## src/rtl/note_recorder_pkg.sv

```systemverilog
// Shared note codes and FSM state encodings for the note recorder slice.
package note_recorder_pkg;

  localparam int NOTE_W = 4;

  localparam logic [NOTE_W-1:0] NOTE_NONE = 4'd0;
  localparam logic [NOTE_W-1:0] NOTE_C4   = 4'd1;
  localparam logic [NOTE_W-1:0] NOTE_D    = 4'd2;
  localparam logic [NOTE_W-1:0] NOTE_E    = 4'd3;
  localparam logic [NOTE_W-1:0] NOTE_F    = 4'd4;
  localparam logic [NOTE_W-1:0] NOTE_G    = 4'd5;
  localparam logic [NOTE_W-1:0] NOTE_A    = 4'd6;
  localparam logic [NOTE_W-1:0] NOTE_B    = 4'd7;
  localparam logic [NOTE_W-1:0] NOTE_C5   = 4'd8;

  typedef enum logic [1:0] {
    ST_IDLE   = 2'd0,
    ST_RECORD = 2'd1,
    ST_PLAY   = 2'd2
  } state_t;

endpackage

```

## src/rtl/note_recorder_note_buffer.sv

```systemverilog
// Single-port note storage with a registered read; contents are not reset.
module note_buffer #(
  parameter int DEPTH = 64,
  parameter int WIDTH = 12,
  parameter int AW    = 6
) (
  input  logic             CLK,
  input  logic             we,
  input  logic [AW-1:0]    addr,
  input  logic [WIDTH-1:0] wdata,
  output logic [WIDTH-1:0] rdata
);

  logic [WIDTH-1:0] mem [DEPTH];

  always_ff @(posedge CLK) begin
    if (we) begin
      mem[addr] <= wdata;
    end
    rdata <= mem[addr];
  end

endmodule

```

## src/rtl/note_recorder.sv

```systemverilog
// Records {note, duration} runs on TICK pulses and replays them in order.
module note_recorder
  import note_recorder_pkg::*;
#(
  parameter int DEPTH = 64,
  parameter int DUR_W = 8
) (
  input  logic                     CLK,
  input  logic                     RESET_N,
  input  logic                     TICK,
  input  logic                     REC,
  input  logic                     PLAY,
  input  logic [NOTE_W-1:0]        note_in,
  output logic [NOTE_W-1:0]        note_out,
  output logic                     recording,
  output logic                     playing,
  output logic                     full,
  output logic [$clog2(DEPTH):0]   count
);

  localparam int AW = (DEPTH > 1) ? $clog2(DEPTH) : 1;
  localparam int CW = $clog2(DEPTH) + 1;
  localparam int EW = NOTE_W + DUR_W;
  localparam logic [DUR_W-1:0] DUR_MAX = '1;

  state_t            state, state_n;
  logic [NOTE_W-1:0] cur_note, cur_note_n;
  logic [DUR_W-1:0]  dur, dur_n;
  logic [DUR_W-1:0]  remain, remain_n;
  logic [CW-1:0]     rd_ptr, rd_ptr_n;
  logic [CW-1:0]     count_n;
  logic              full_n;
  logic [NOTE_W-1:0] note_out_n;
  logic              first, first_n;
  logic              we;
  logic [EW-1:0]     wdata;
  logic [EW-1:0]     rdata;
  logic [AW-1:0]     addr;

  // rd_ptr_n drives the RAM address so the next entry is already in rdata
  // by the time the current one finishes, even with TICK on every cycle.
  assign addr  = we ? count[AW-1:0] : rd_ptr_n[AW-1:0];
  assign wdata = {cur_note, dur};

  note_buffer #(
    .DEPTH (DEPTH),
    .WIDTH (EW),
    .AW    (AW)
  ) u_buf (
    .CLK   (CLK),
    .we    (we),
    .addr  (addr),
    .wdata (wdata),
    .rdata (rdata)
  );

  always_comb begin
    state_n    = state;
    cur_note_n = cur_note;
    dur_n      = dur;
    remain_n   = remain;
    rd_ptr_n   = rd_ptr;
    count_n    = count;
    full_n     = full;
    note_out_n = NOTE_NONE;
    first_n    = 1'b0;
    we         = 1'b0;
    case (state)
      ST_IDLE: begin
        if (REC) begin
          count_n    = '0;
          full_n     = 1'b0;
          cur_note_n = note_in;
          dur_n      = '0;
          state_n    = ST_RECORD;
        end else if (PLAY && (count != '0)) begin
          rd_ptr_n = '0;
          first_n  = 1'b1;
          state_n  = ST_PLAY;
        end
      end
      ST_RECORD: begin
        if (REC) begin
          we      = (dur != '0);
          state_n = ST_IDLE;
        end else if (TICK) begin
          if (note_in != cur_note) begin
            we         = (dur != '0);
            cur_note_n = note_in;
            dur_n      = DUR_W'(1);
          end else if (dur == DUR_MAX) begin
            we    = 1'b1;
            dur_n = DUR_W'(1);
          end else begin
            dur_n = dur + 1'b1;
          end
        end
        if (we) begin
          count_n = count + 1'b1;
          if (count_n == CW'(DEPTH)) begin
            full_n  = 1'b1;
            state_n = ST_IDLE;
          end
        end
      end
      ST_PLAY: begin
        note_out_n = note_out;
        if (PLAY) begin
          note_out_n = NOTE_NONE;
          state_n    = ST_IDLE;
        end else if (first || (TICK && (remain == DUR_W'(1)) && (rd_ptr != count))) begin
          note_out_n = rdata[EW-1:DUR_W];
          remain_n   = rdata[DUR_W-1:0];
          rd_ptr_n   = rd_ptr + 1'b1;
        end else if (TICK) begin
          if (remain > DUR_W'(1)) begin
            remain_n = remain - 1'b1;
          end else begin
            note_out_n = NOTE_NONE;
            state_n    = ST_IDLE;
          end
        end
      end
      default: state_n = ST_IDLE;
    endcase
  end

  always_ff @(posedge CLK or negedge RESET_N) begin
    if (!RESET_N) begin
      state     <= ST_IDLE;
      cur_note  <= NOTE_NONE;
      dur       <= '0;
      remain    <= '0;
      rd_ptr    <= '0;
      count     <= '0;
      full      <= 1'b0;
      note_out  <= NOTE_NONE;
      first     <= 1'b0;
      recording <= 1'b0;
      playing   <= 1'b0;
    end else begin
      state     <= state_n;
      cur_note  <= cur_note_n;
      dur       <= dur_n;
      remain    <= remain_n;
      rd_ptr    <= rd_ptr_n;
      count     <= count_n;
      full      <= full_n;
      note_out  <= note_out_n;
      first     <= first_n;
      recording <= (state_n == ST_RECORD);
      playing   <= (state_n == ST_PLAY);
    end
  end

endmodule

```

## config.mk

```make
export PLATFORM = sky130hd
export DESIGN_NAME = note_recorder
export DESIGN_NICKNAME = d
export VERILOG_FILES = /design/src/rtl/note_recorder_pkg.sv /design/src/rtl/note_recorder_note_buffer.sv /design/src/rtl/note_recorder.sv
export SDC_FILE = /design/constraint.sdc
export NUM_CORES = 1
export LEC_CHECK = 0
export ABC_AREA = 0
export ABC_CLOCK_PERIOD_IN_PS = 7300
export CORE_UTILIZATION = 60
export DETAILED_ROUTE_END_ITERATION = 8
export PLACE_DENSITY = 0.73
export SLEW_MARGIN = 20
export SYNTH_ARGS = -nofsm -noshare
export SYNTH_HDL_FRONTEND = slang
export SYNTH_SLANG_ARGS = --single-unit
```

## constraint.sdc

```tcl
create_clock -name CLK -period 7.3 [get_ports CLK]
set_input_delay 1.095 -clock CLK [delete_from_list [all_inputs] [get_ports CLK]]
set_output_delay 1.095 -clock CLK [all_outputs]
set_load 0.02 [all_outputs]
```

==> impl_metrics.csv <==
group,metric,value,unit
run_status,status,"finished clean",
final_layout,final_nets,1731,
final_layout,seq_area,0.0244,mm^2
timing,worstMarginPinSlew,1.11,ns
synthesis,synth.top_cell.area_share,71.1,%
synthesis,postSynthCellCount,1617,
setup_path,end_kind,"flop",
setup_path,rr_worst_depth,12,
timing,timing.fmax,183,MHz
pwr,ir_drop,262,uV
setup_path,r2r-start,"cur_note[1]$_DFFE_PN0P_",
die,die_height,234,um
detailed_routing,via_count,16900,
timing,hold_violations,0,
synthesis,yosysUniqueCellTypes,73,
final_layout,drive_above_1_share,24.6,%
setup_path,timing.rr.end,"u_buf.rdata[2]$_DFF_P_",
synthesis,postSynth.asyncResetShare,5.34,%
final_layout,num_antenna_cells,0,
grt,grt.overflow.total,0,
die,rows,84,
pwr,power_density,325,mW/mm^2
die,dieWidth,234,um
final_layout,multi_input_area,0.00765,mm^2
clock_tree,insertion_delay,0.63,ns
clock_tree,cts-root-buf,"clkbuf_16",
die,start_util,61.2,%
pwr,leakage,0.0122,uW
place,dp_hpwl,44100,um
place,gp_congestion,0.976,
die,dieArea,0.0550,mm^2
detailed_routing,dr.pass1.iters,5,
synthesis,synth_warnings,0,
synthesis,synthTopCellsByCount,"768 x edfxtp_1, 183 x mux4_2, 84 x nor2_1",
timing,final.min_clock_period,5.46,ns
synthesis,synth_area_leader_cell,"edfxtp_1",
synthesis,synth_area_leaders,"edfxtp_1 71%, mux4_2 13%, dfrtp_1 3.4%",
worst_hold_path,hold_class,"input pin to asynchronous set/reset pin",
setup_path,critPathKind,"flop to flop",
synthesis,synth_area,0.0324,mm^2
synthesis,synth.most_common_cell,"edfxtp_1",
synthesis,syn_avg_cell_area,20.1,um^2
clock_tree,clkSinkCount,824,
timing,finalMaxSlewViolations,0,
clock_tree,cts_tree,"done",
final_layout,fin_area,0.0364,mm^2
grt,grt_pass1_vias,16500,
timing,tns,0,ns
detailed_routing,routed_via_density,6.85,
place,dpl_cell_area,0.0338,mm^2
detailed_routing,drc,0,
grt,grt_pass1_wl,109000,um
detailed_routing,wl_per_cell,29.8,um
synthesis,synth_fp_nets,1633,
clock_tree,ctsHoldBuffers,0,
timing,setup_viol,0,
detailed_routing,drt_iter0_drc,2128,
setup_path,crit_fanout,66,
clock_tree,cts_setup_buffers,0,
clock_tree,cts_buffer_depth,3,
synthesis,ys_seq_area_share,75.2,%
run,cap_viol_max_count,0,
timing,slew_headroom,25.5,%
synthesis,synth-seq-cells,824,
grt,grt_usage,27.8,%
clock_tree,cts_buffers,81,
synthesis,synth_ff_type,"edfxtp_1",
timing,rsz0062_at_grt,"false",
detailed_routing,postRouteWirelength,73500,um
grt,antenna_found_initial,4,
clock_tree,ctsResizeCount,0,
grt,grt_start_max_net_pins,106,
setup_path,required,7.77,ns
synthesis,synth-edff-count,768,
setup_path,start_kind,"flop",
place,port_buffers,22,
clock_tree,clk_pin_slew,0.06,ns
clock_tree,h-tree-depth,3,
setup_path,crit_arrival,5.92,ns
timing,finalCritPeriodShare,74.8,%
timing,skew,0.0218,ns
final_layout,nFillCells,3233,
die,pin_count,23,
die,core,0.0530,mm^2
final_layout,area_growth,12.2,%
detailed_routing,ant_nets,0,
setup_path,r2r_slack,1.84,ns
==> where the power goes <==
| group | total [uW] | internal, uW | switching [uW] |
|---|---|---|---|
| Clock | 4080 | 2360 | 1720 |
| Combinational | 2050 | 806 | 1240 |
| Sequential | 5700 | 5500 | 193 |
==> per-stage QoR <==
stage | utilization (%) | instances | hold WS, ns | total power (uW) | setup slack [ns]
floorplan | - | 1617 | 0.412 | 7170 | 3.05
global route | 68.7 | 2462 | 0.502 | 12200 | 1.61
finish | 68.7 | 2462 | 0.458 | 11800 | 1.84
global placement | 63.7 | 2320 | 0.474 | 7780 | 1.39
detailed placement | 63.8 | 2320 | 0.481 | 7840 | 1.37
CTS | 68.7 | 2462 | 0.495 | 11900 | 1.78
==> worst max-delay path by stage <==
stage                     slack (ns)                         end                    start
after floorplan                 3.05  u_buf.mem[10][0]$_DFFE_PP_       dur[0]$_DFFE_PN0P_
after global placement          1.39      u_buf.rdata[2]$_DFF_P_               note_in[1]
after detailed placement        1.37      u_buf.rdata[2]$_DFF_P_               note_in[1]
after CTS                       1.78      u_buf.rdata[2]$_DFF_P_  cur_note[2]$_DFFE_PN0P_
after global routing            1.61      u_buf.rdata[2]$_DFF_P_  cur_note[0]$_DFFE_PN0P_
final                           1.84      u_buf.rdata[2]$_DFF_P_  cur_note[1]$_DFFE_PN0P_
==> logic make-up after synthesis <==
family          Yosys count  share of synthesized area [%]
flops                   824                           75.2
xor+xnor                 14                          0.378
mux                     209                           13.5
compound gates          195                           4.58
fa+ha+maj                 7                          0.270
buf+inv                  95                           1.54
simple gates            273                           4.45
==> cell usage in the layout, fill, tap and decap left out, types with 12 or more instances in the layout <==
master           count
nor3_1              13
xor2_1              12
buf_4               72
nor2_2              12
and4_1              13
a21oi_1             24
dfrtp_1             32
clkdlybuf4s50_1     21
clkbuf_16           83
o21ai_0             29
a22oi_1             70
nor2_1              72
nand2_1             57
nand3_1             29
clkinv_1            15
clkbuf_1            21
mux4_2             183
mux2i_1             20
dfxtp_1             12
inv_1               13
nand4_1             18
edfxtp_1           768
==> cell type report <==
| class | instances | share of cell area (%) |
|---|---|---|
| Inverter | 13 | 0.134 |
| Clock buffer | 106 | 6.00 |
| Tap cell | 688 | 2.37 |
| Clock inverter | 36 | 1.07 |
| Multi-Input combinational cell | 698 | 21.0 |
| Sequential cell | 824 | 67.1 |
| Timing Repair Buffer | 97 | 2.28 |
==> flip-flops by register name, summed over array words and instances (netlist names) <==
name         cells
first            1
full             1
note_out         4
rd_ptr           7
playing          1
recording        1
cur_note         4
remain           8
state            2
dur              8
u_buf.mem      768
u_buf.rdata     12
count            7
==> per-layer routing <==
metal,vias to the layer above,track usage (%),share of wire [%]
met5,-,0,0.020
li1,6940,-,-
met4,2,10.2,3.4
met1,8814,41.7,41
met3,151,5.05,9.5
met2,958,41.4,46
==> critical path, stage by stage (launching register included) <==
cell and delay, ns:
dfrtp_2 0.34, buf_4 0.59, xor2_1 0.21, nor4_4 0.56
mux2i_1 0.37, nand2_1 0.13, buf_4 0.24, o31ai_4 0.54
buf_12 0.45, mux4_2 0.56, a22o_1 0.26, a221oi_1 0.79
nand4_1 0.16
(Power assumes the default switching activity.)
